$ cat config.mk
export PLATFORM = sky130hd
export DESIGN_NAME = axi_wr_arbiter
export DESIGN_NICKNAME = d
export VERILOG_FILES = /design/src/rtl/axi_wr_arbiter.sv
export SDC_FILE = /design/constraint.sdc
export NUM_CORES = 1
export LEC_CHECK = 0
export BUFFER_PORTS_ARGS = -buffer_cell sky130_fd_sc_hd__buf_2
export CORE_AREA = 4 4 110 112
export CTS_BUF_LIST = sky130_fd_sc_hd__clkbuf_4 sky130_fd_sc_hd__clkbuf_8
export CTS_CLUSTER_SIZE = 16
export DETAILED_ROUTE_END_ITERATION = 8
export DIE_AREA = 0 0 114 116
export PLACE_DENSITY_LB_ADDON = 0.2
export REMOVE_ABC_BUFFERS = 1
export SLEW_MARGIN = 40
export SYNTH_ARGS = -nofsm -noshare
export SYNTH_HDL_FRONTEND = slang
export SYNTH_SLANG_ARGS = --single-unit
$ cat constraint.sdc
create_clock -name a_clk -period 2.46 [get_ports a_clk]
set_input_delay 0.123 -clock a_clk [delete_from_list [all_inputs] [get_ports a_clk]]
set_output_delay 0.123 -clock a_clk [all_outputs]
set_load 0.03 [all_outputs]
$ cat src/rtl/axi_wr_arbiter.sv
// Two-master to one-slave AXI write arbiter.
// One whole write transaction (AW, every W beat, B) is carried per grant.
// Masters are chosen round-robin when both request.
// The slave-side WLAST is regenerated from the latched burst length, and a
// master WLAST that disagrees with it is reported on err_last.
//
// Handshake rule on every channel: a transfer happens on a rising edge where
// valid and ready are both 1. Valid never waits on ready. Outside the active
// phase the arbiter drives valid and ready to 0 on both sides.
module axi_wr_arbiter #(
    parameter int ADDR_W = 32,
    parameter int DATA_W = 32,
    parameter int ID_W   = 4
) (
    input  logic                a_clk,
    input  logic                a_resetn,
    // master 0
    input  logic [ID_W-1:0]     m0_aw_id,
    input  logic [ADDR_W-1:0]   m0_aw_addr,
    input  logic [3:0]          m0_aw_len,
    input  logic [2:0]          m0_aw_size,
    input  logic [1:0]          m0_aw_burst,
    input  logic                m0_aw_valid,
    output logic                m0_aw_ready,
    input  logic [DATA_W-1:0]   m0_w_data,
    input  logic [DATA_W/8-1:0] m0_w_strb,
    input  logic                m0_w_last,
    input  logic                m0_w_valid,
    output logic                m0_w_ready,
    output logic [ID_W-1:0]     m0_b_id,
    output logic [1:0]          m0_b_resp,
    output logic                m0_b_valid,
    input  logic                m0_b_ready,
    // master 1
    input  logic [ID_W-1:0]     m1_aw_id,
    input  logic [ADDR_W-1:0]   m1_aw_addr,
    input  logic [3:0]          m1_aw_len,
    input  logic [2:0]          m1_aw_size,
    input  logic [1:0]          m1_aw_burst,
    input  logic                m1_aw_valid,
    output logic                m1_aw_ready,
    input  logic [DATA_W-1:0]   m1_w_data,
    input  logic [DATA_W/8-1:0] m1_w_strb,
    input  logic                m1_w_last,
    input  logic                m1_w_valid,
    output logic                m1_w_ready,
    output logic [ID_W-1:0]     m1_b_id,
    output logic [1:0]          m1_b_resp,
    output logic                m1_b_valid,
    input  logic                m1_b_ready,
    // shared slave
    output logic [ID_W-1:0]     s_aw_id,
    output logic [ADDR_W-1:0]   s_aw_addr,
    output logic [3:0]          s_aw_len,
    output logic [2:0]          s_aw_size,
    output logic [1:0]          s_aw_burst,
    output logic                s_aw_valid,
    input  logic                s_aw_ready,
    output logic [DATA_W-1:0]   s_w_data,
    output logic [DATA_W/8-1:0] s_w_strb,
    output logic                s_w_last,
    output logic                s_w_valid,
    input  logic                s_w_ready,
    input  logic [ID_W-1:0]     s_b_id,
    input  logic [1:0]          s_b_resp,
    input  logic                s_b_valid,
    output logic                s_b_ready,
    // status
    output logic                err_last,
    output logic                grant,
    output logic [1:0]          dbg_state_o
);

    typedef enum logic [1:0] {
        ST_IDLE = 2'd0,
        ST_ADDR = 2'd1,
        ST_DATA = 2'd2,
        ST_RESP = 2'd3
    } state_t;

    state_t      state_q;
    logic        grant_q;
    logic        last_grant_q;
    logic [3:0]  len_q;
    logic [3:0]  beat_cnt_q;
    logic        err_last_q;

    logic        grant_d;
    logic        sel_w_last;
    logic        w_last_exp;
    logic        aw_hs;
    logic        w_hs;
    logic        b_hs;

    assign err_last    = err_last_q;
    assign grant       = grant_q;
    assign dbg_state_o = state_q;

    // Round-robin pick: on contention the master that did not win last time goes next
    always_comb begin
        grant_d = 1'b0;
        if (m0_aw_valid && m1_aw_valid) begin
            grant_d = ~last_grant_q;
        end else if (m1_aw_valid) begin
            grant_d = 1'b1;
        end
    end

    assign sel_w_last = grant_q ? m1_w_last : m0_w_last;
    assign w_last_exp = (beat_cnt_q == len_q);
    assign aw_hs      = s_aw_valid && s_aw_ready;
    assign w_hs       = s_w_valid && s_w_ready;
    assign b_hs       = s_b_valid && s_b_ready;

    // Route only the channel of the current phase, only for the granted master
    always_comb begin
        s_aw_id     = '0;
        s_aw_addr   = '0;
        s_aw_len    = '0;
        s_aw_size   = '0;
        s_aw_burst  = '0;
        s_aw_valid  = 1'b0;
        s_w_data    = '0;
        s_w_strb    = '0;
        s_w_last    = 1'b0;
        s_w_valid   = 1'b0;
        s_b_ready   = 1'b0;
        m0_aw_ready = 1'b0;
        m1_aw_ready = 1'b0;
        m0_w_ready  = 1'b0;
        m1_w_ready  = 1'b0;
        m0_b_id     = '0;
        m0_b_resp   = '0;
        m0_b_valid  = 1'b0;
        m1_b_id     = '0;
        m1_b_resp   = '0;
        m1_b_valid  = 1'b0;
        case (state_q)
            ST_ADDR: begin
                if (grant_q) begin
                    s_aw_id     = m1_aw_id;
                    s_aw_addr   = m1_aw_addr;
                    s_aw_len    = m1_aw_len;
                    s_aw_size   = m1_aw_size;
                    s_aw_burst  = m1_aw_burst;
                    s_aw_valid  = m1_aw_valid;
                    m1_aw_ready = s_aw_ready;
                end else begin
                    s_aw_id     = m0_aw_id;
                    s_aw_addr   = m0_aw_addr;
                    s_aw_len    = m0_aw_len;
                    s_aw_size   = m0_aw_size;
                    s_aw_burst  = m0_aw_burst;
                    s_aw_valid  = m0_aw_valid;
                    m0_aw_ready = s_aw_ready;
                end
            end
            ST_DATA: begin
                // WLAST comes from the beat counter, never from the master
                s_w_last = w_last_exp;
                if (grant_q) begin
                    s_w_data   = m1_w_data;
                    s_w_strb   = m1_w_strb;
                    s_w_valid  = m1_w_valid;
                    m1_w_ready = s_w_ready;
                end else begin
                    s_w_data   = m0_w_data;
                    s_w_strb   = m0_w_strb;
                    s_w_valid  = m0_w_valid;
                    m0_w_ready = s_w_ready;
                end
            end
            ST_RESP: begin
                if (grant_q) begin
                    m1_b_id    = s_b_id;
                    m1_b_resp  = s_b_resp;
                    m1_b_valid = s_b_valid;
                    s_b_ready  = m1_b_ready;
                end else begin
                    m0_b_id    = s_b_id;
                    m0_b_resp  = s_b_resp;
                    m0_b_valid = s_b_valid;
                    s_b_ready  = m0_b_ready;
                end
            end
            default: ;
        endcase
    end

    // Transaction FSM with its registered grant, burst tracking and error pulse
    always_ff @(posedge a_clk or negedge a_resetn) begin
        if (!a_resetn) begin
            state_q      <= ST_IDLE;
            grant_q      <= 1'b0;
            last_grant_q <= 1'b1;
            len_q        <= 4'd0;
            beat_cnt_q   <= 4'd0;
            err_last_q   <= 1'b0;
        end else begin
            err_last_q <= 1'b0;
            case (state_q)
                ST_IDLE: begin
                    if (m0_aw_valid || m1_aw_valid) begin
                        grant_q <= grant_d;
                        state_q <= ST_ADDR;
                    end
                end
                ST_ADDR: begin
                    if (aw_hs) begin
                        len_q      <= s_aw_len;
                        beat_cnt_q <= 4'd0;
                        state_q    <= ST_DATA;
                    end
                end
                ST_DATA: begin
                    if (w_hs) begin
                        err_last_q <= (sel_w_last != w_last_exp);
                        // Hold the counter on the final beat so len=15 never wraps
                        if (w_last_exp) begin
                            state_q <= ST_RESP;
                        end else begin
                            beat_cnt_q <= beat_cnt_q + 4'd1;
                        end
                    end
                end
                ST_RESP: begin
                    if (b_hs) begin
                        last_grant_q <= grant_q;
                        state_q      <= ST_IDLE;
                    end
                end
                default: state_q <= ST_IDLE;
            endcase
        end
    end

endmodule

==> results_dict.tcl, run 1 <==
set metrics [dict create \
    r2r-end "beat_cnt_q[2]$_DFFE_PN0P_" \
    ys_async_sr_fraction 1.000 \
    core_mm2 0.01122 \
    netlist_area_mm2 0.002267 \
    boundaryPins 288 \
    cp_max_fo 29 \
    n_antenna_cell 0 \
    synth_fa_ha_area_frac 0.02759 \
    fin_crit_ns 2.052 \
    setup_slack_ns 0.4081 \
    clkLatencyLatePin_ns 0.24 \
    grt_util_all_layers 0.1331 \
    p_total_w 0.004465 \
    gr-total-overflow 0 \
    place.gp.congestion 0.7756 \
    final_cell_mix "buf_2, mux2i_1, nor2_1, nor2b_1, dfrtp_1" \
    cts_buffers 3 \
    cts_setup_buffers 0 \
    post-route-period-util 0.8341 \
    synth_seq_cells 13 \
    startpoint_type "flip-flop" \
    finClkSkew_ns 0.005163 \
    grt_pass1_vias 2837 \
    yosys_warnings 0 \
    ctsRootBufferMaster "clkbuf_8" \
    ys_seq_area_frac 0.1440 \
    fillCellCount 1197 \
    drive_gt1_frac 0.5498 \
    vias 3019 \
    maxCapViolCount 0 \
    rrSetupSlack_ns 0.60 \
    syn_avg_cell_area_um2 7.983 \
    ant_nets 0 \
    r2r_start "dbg_state_o[1]$_DFFE_PN0P_" \
    clock.fmax_ghz 0.4874 \
    initialDrtViolationCount 87 \
    port_buffers 287 \
    rows 39 \
    synthXorXnorAreaFrac 0.02318 \
    wl_per_cell_um 14.24 \
    synth-compound-area-share 0.05464 \
    ys_types 41 \
    synthMuxAreaShare 0.4051 \
    die_w_um 114 \
    synth-edff-count 0 \
    cp-startpoint "dbg_state_o[1]$_DFFE_PN0P_" \
    cts.clk_slew.worst_paths_ns 0.06 \
    cts_resized 0 \
    vias_per_cell 4.282 \
    synthSimpleGateAreaFrac 0.2953 \
    max_slew_margin 0.6680 \
    finalInstanceArea_mm2 0.003908 \
    rsz0062_at_grt "false" \
    cts_sinks 13 \
    drc 0 \
    endpoint "s_aw_addr[1]" \
    crit_required_ns 2.34 \
    peakVddDrop_v 0.0005232 \
    postSynthCellCount 284 \
    crit_path_end_kind "output pin" \
    place_worst_setup_slack_ns 0.5959 \
    hold_viol 0 \
    hold_start "m1_aw_valid" \
    crit_arrival_ns 1.93 \
    leakage_nw 2.461 \
    dr.pass1.iters 5 \
    final_max_slew_viol_count 0 \
    ff_latch_area_um2 330.3 \
    status "finished clean" \
    multi_input_area_mm2 0.001827 \
    final_common_cell "buf_2" \
    routed_wl_um 10040 \
    h-tree-depth 1 \
    hp-class "in2reg" \
    synth_top_family_by_area "multiplexers" \
    place_area_mm2 0.003849 \
    grt_max_degree 50 \
    area_growth_pct 72.35 \
    fin_cells 705 \
    dp_hpwl_um 8719 \
    die_area_mm2 0.01322 \
    worstMarginPinSlew_ns 0.4942 \
    nets 749 \
    synthFlopType "dfrtp_1" \
    ff2ff_path_depth 6 \
    setup_violations 0 \
    antenna_found_initial 0 \
    post-place-cells 700 \
    cts_buffer_depth 2 \
    die_h_um 116 \
    initial_core_util 0.2020 \
    grt_pass1_wl_um 14450 \
    cts_tree "built" \
    powerDensity_mw_per_mm2 1143 \
    crit_type "reg2out" \
]
## sequential cells by signal (all words and copies together) (netlist names)
register and cells:
last_grant_q 1, beat_cnt_q 4, grant 1, err_last 1, dbg_state_o 2, len_q 4
## cell type report
| cell class | instances | share of cell area |
|---|---|---|
| Multi-Input combinational cell | 246 | 0.4675 |
| Tap cell | 143 | 0.04579 |
| Sequential cell | 13 | 0.08453 |
| Timing Repair Buffer | 294 | 0.3849 |
| Inverter | 5 | 0.004803 |
| Clock buffer | 4 | 0.01249 |
## cells by family after synthesis
family	count (synthesis)
compound gates	16
xor+xnor	6
fa+ha+maj	5
buf+inv	25
flops	13
mux	91
simple gates	128
## stage by stage
stage	util	hold WS, ns	TNS, ns
global placement	0.3429	0.04500	0
floorplan	-	-0.1726	-184.83
CTS	0.3482	0.1857	0
finish	0.3482	0.1802	0
detailed placement	0.3429	0.03628	0
global route	0.3482	0.2005	0
## cells in the mapped netlist, types with 2 or more instances
library cell  count  area [um2]
a22o_1            2       17.52
dfrtp_1          12       300.3
a21o_1            2       15.01
buf_4             3       22.52
mux2i_1          85       850.8
nand2_1           9       33.78
and2_1            7       43.79
nor2b_1          41       256.5
nor2_1           51       191.4
inv_1             4       15.01
clkbuf_1          9       33.78
o21a_1            2       15.01
buf_2             7       35.03
mux2_2            5       56.30
xor2_1            5       43.79
nand2b_1          3       18.77
and3_1            9       56.30
ha_1              5       62.56
## layer usage
layer / track usage / part of all wire
met2: 0.2549 / 0.55
met5: 0 / 0
met4: 0.01267 / 0.0036
met1: 0.1620 / 0.39
met3: 0.02037 / 0.055
## power breakdown
group          total (W)  switching, W  internal (W)
Sequential      0.000379     0.0000801      0.000299
Combinational    0.00389       0.00248       0.00140
Clock           0.000200     0.0000749      0.000125
## worst max-delay path: stages (launching register included)
cell	delay [ns]
dfrtp_1	0.41
inv_1	0.10
ha_1	0.28
inv_2	0.40
buf_4	0.26
nor2_1	0.06
buf_2	0.17
## how the worst min path moves through the flow
stage	slack (ns)	end	depth (start not counted)
CTS	0.19	grant$_DFFE_PN0P_	2
global placement	0.05	err_last$_DFF_PN0_	1
global route	0.20	grant$_DFFE_PN0P_	2
floorplan	-0.17	beat_cnt_q[0]$_DFFE_PN0P_	0
finish	0.18	grant$_DFFE_PN0P_	2
detailed placement	0.04	err_last$_DFF_PN0_	1
## what timing repair did
item | 4_1_cts | 5_1_grt
hold buffers | 1 | 0
endpoints found under the hold margin | 12 | 0
endpoints found under the setup margin | 0 | 0
(Power assumes the default switching activity.)
==> run 2, diff against run 1 <==
--- a/config.mk
+++ b/config.mk
@@ -5,6 +5,7 @@
 export SDC_FILE = /design/constraint.sdc
 export NUM_CORES = 1
 export LEC_CHECK = 0
+export ABC_AREA = 1
 export BUFFER_PORTS_ARGS = -buffer_cell sky130_fd_sc_hd__buf_2
 export CORE_AREA = 4 4 110 112
 export CTS_BUF_LIST = sky130_fd_sc_hd__clkbuf_4 sky130_fd_sc_hd__clkbuf_8
==> constraint.sdc (replaced) <==
create_clock -name a_clk -period 1.85 [get_ports a_clk]
set_input_delay 0.0925 -clock a_clk [delete_from_list [all_inputs] [get_ports a_clk]]
set_output_delay 0.0925 -clock a_clk [all_outputs]
set_load 0.03 [all_outputs]
==> run 2 against run 1 <==
Effect of this change:
- final area rose by 0.64%
- die area did not move
- critical path depth rose by 2
- sequential cell count did not move
- routed wire length rose by 22%
- critical path type unchanged
- largest power group unchanged
==> results_dict.tcl, run 2 <==
set metrics [dict create \
    die_h_um 116 \
    ys_top_cells_by_area "nand2_1, a22o_1, dfrtp_1, a21oi_1, inv_1" \
    dp_hpwl_um 9829 \
    boundaryPins 288 \
    synth.top_cell.area_share 0.2523 \
    ctsRootBufferMaster "clkbuf_8" \
    place_area_mm2 0.003622 \
    slowest_stage "dfrtp_2" \
    nets 818 \
    antenna_found_initial 0 \
    vias 3443 \
    maxCapViolCount 0 \
    fin_tns_setup_ns 0 \
    final_common_cell "buf_2" \
    wl_per_cell_um 15.88 \
    startpoint_type "flip-flop" \
    hold_viol 0 \
    cp.depth 8 \
    powerDensity_mw_per_mm2 1597 \
    cp_cell_sequence "inv_2 -> ha_4 -> inv_2 -> nor2_4 -> buf_12 -> buf_6 -> a22o_1 -> clkbuf_4" \
    grt_pass1_vias 3153 \
    rows 39 \
    cts_tree "built" \
    drive_gt1_frac 0.5309 \
    h-tree-depth 1 \
    routed_wl_um 12290 \
    crit_family "buffers and inverters" \
    final_cell_mix "buf_2, nand2_1, a21oi_1, a22o_1, inv_1" \
    port_buffers 287 \
    post-route-util 0.3504 \
    worstMarginPinSlew_ns 0.3253 \
    cp_max_fo 9 \
    finalInstanceArea_mm2 0.003933 \
    syn_avg_cell_area_um2 5.916 \
    setup_slack_ns 0.07240 \
    netlist_area_mm2 0.002023 \
    post-route-period-util 0.9609 \
    synth-edff-count 0 \
    crit_path_frequent_cell "inv_2" \
    synth_seq_cells 13 \
    status "finished clean" \
    cts.clk_slew.worst_paths_ns 0.06 \
    dr.pass1.iters 5 \
    place_worst_setup_slack_ns 0.1109 \
    n_antenna_cell 0 \
    grt_pass1_wl_um 16280 \
    postSynthCellCount 342 \
    fin_cells 774 \
    cp_num_buf_inv 5 \
    finClkSkew_ns 0.003117 \
    core_mm2 0.01122 \
    crit_path_end_kind "output pin" \
    die_area_mm2 0.01322 \
    ff2ff_path_depth 9 \
    initial_core_util 0.1803 \
    die_w_um 114 \
    crit_path_max_incr_delay_ns 0.41 \
    clock.fmax_ghz 0.5626 \
    leakage_nw 2.405 \
    synthFlopType "dfrtp_1" \
    crit_arrival_ns 1.69 \
    cts_sinks 13 \
    crit_required_ns 1.76 \
    place.gp.congestion 0.8493 \
    clkLatencyLatePin_ns 0.25 \
    peakVddDrop_v 0.0006591 \
    ys_seq_area_frac 0.1614 \
    fin_crit_ns 1.778 \
    crit_type "reg2out" \
    grt_util_all_layers 0.1534 \
    hp-class "in2reg" \
    ys_types 29 \
    setup_violations 0 \
    yosys_warnings 0 \
    max_slew_margin 0.7831 \
    area_growth_pct 94.37 \
    gr-total-overflow 0 \
    holdPathStages 2 \
    cts_buffers 3 \
    initialDrtViolationCount 190 \
    grt_max_degree 45 \
    synth_area_leader_cell "nand2_1" \
    cts_buffer_depth 2 \
    ys_async_sr_fraction 1.000 \
    post-place-cells 759 \
    final_max_slew_viol_count 0 \
    drc 0 \
    ant_nets 0 \
    rsz0062_at_grt "false" \
    synth_commonest_cells "nand2_1, a21oi_1, a22o_1, inv_1, nor2_1" \
    vias_per_cell 4.448 \
    yosysMostFrequentCell "nand2_1" \
]
## run 2: cell type report
type | count | area, um2
Fill cell | 1262 | 7291
Multi-Input combinational cell | 279 | 1489
Clock buffer | 4 | 48.80
Inverter | 28 | 108.9
Sequential cell | 13 | 330.3
Tap cell | 143 | 178.9
Timing Repair Buffer | 307 | 1777
## run 2: final timing paths
path | startpoint | end | slack, ns
setup / recovery | dbg_state_o[0]$_DFFE_PN0P_ | s_w_data[0] | 0.07
setup reg to reg | dbg_state_o[0]$_DFFE_PN0P_ | dbg_state_o[0]$_DFFE_PN0P_ | 0.27
min in group asynchronous | a_resetn | beat_cnt_q[0]$_DFFE_PN0P_ | 0.28
hold / removal | s_b_valid | last_grant_q$_DFFE_PN1P_ | 0.05
hold reg to reg | beat_cnt_q[3]$_DFFE_PN0P_ | beat_cnt_q[3]$_DFFE_PN0P_ | 0.51
max in group asynchronous | a_resetn | last_grant_q$_DFFE_PN1P_ | 1.28
## run 2: worst register-to-register path, delay by kind of cell (launching register included)
| kind | cells | cell delay, ns |
|---|---|---|
| buffers and inverters | 3 | 0.38 |
| adders and majority gates | 1 | 0.22 |
| and+or+nand+nor | 4 | 0.40 |
| DFF | 1 | 0.41 |
| AOI/OAI and AO/OA | 1 | 0.06 |
## run 2: per-stage QoR
stage	hold WS, ns	total power, W
after floorplan	-0.2031	0.003843
after global placement	0.01103	0.005513
after detailed placement	0.01220	0.005537
after CTS	0.05473	0.005933
after global routing	0.07694	0.006759
final	0.05309	0.006280
## run 2: kinds of logic after synthesis
family | synth area share
buffers and inverters | 0.1187
muxes | 0.004948
and+or+nand+nor | 0.3704
AOI/OAI and AO/OA | 0.3049
adders and majority gates | 0.03092
DFF | 0.1614
xor gates and xnor gates | 0.008660
## run 2: routing by layer
layer,vias to the layer above,share of wire,GRT usage
li1,1714,-,-
met3,13,0.088,0.03029
met2,199,0.51,0.2779
met1,1517,0.38,0.1903
met5,-,0,0
met4,0,0.021,0.02771
## run 2: what timing repair did
item	in CTS	in global routing
cloned	0	5
endpoints found under the hold margin	12	0
pin swaps	0	1
buffers inserted	0	5
resized for setup	18	16
hold buffers	1	0
setup endpoints to repair	63	67
## run 2: where the power goes
part / internal, W / switching (W)
logic: 0.00188 / 0.00362
registers: 0.000414 / 0.0000882
clock network: 0.000167 / 0.000109
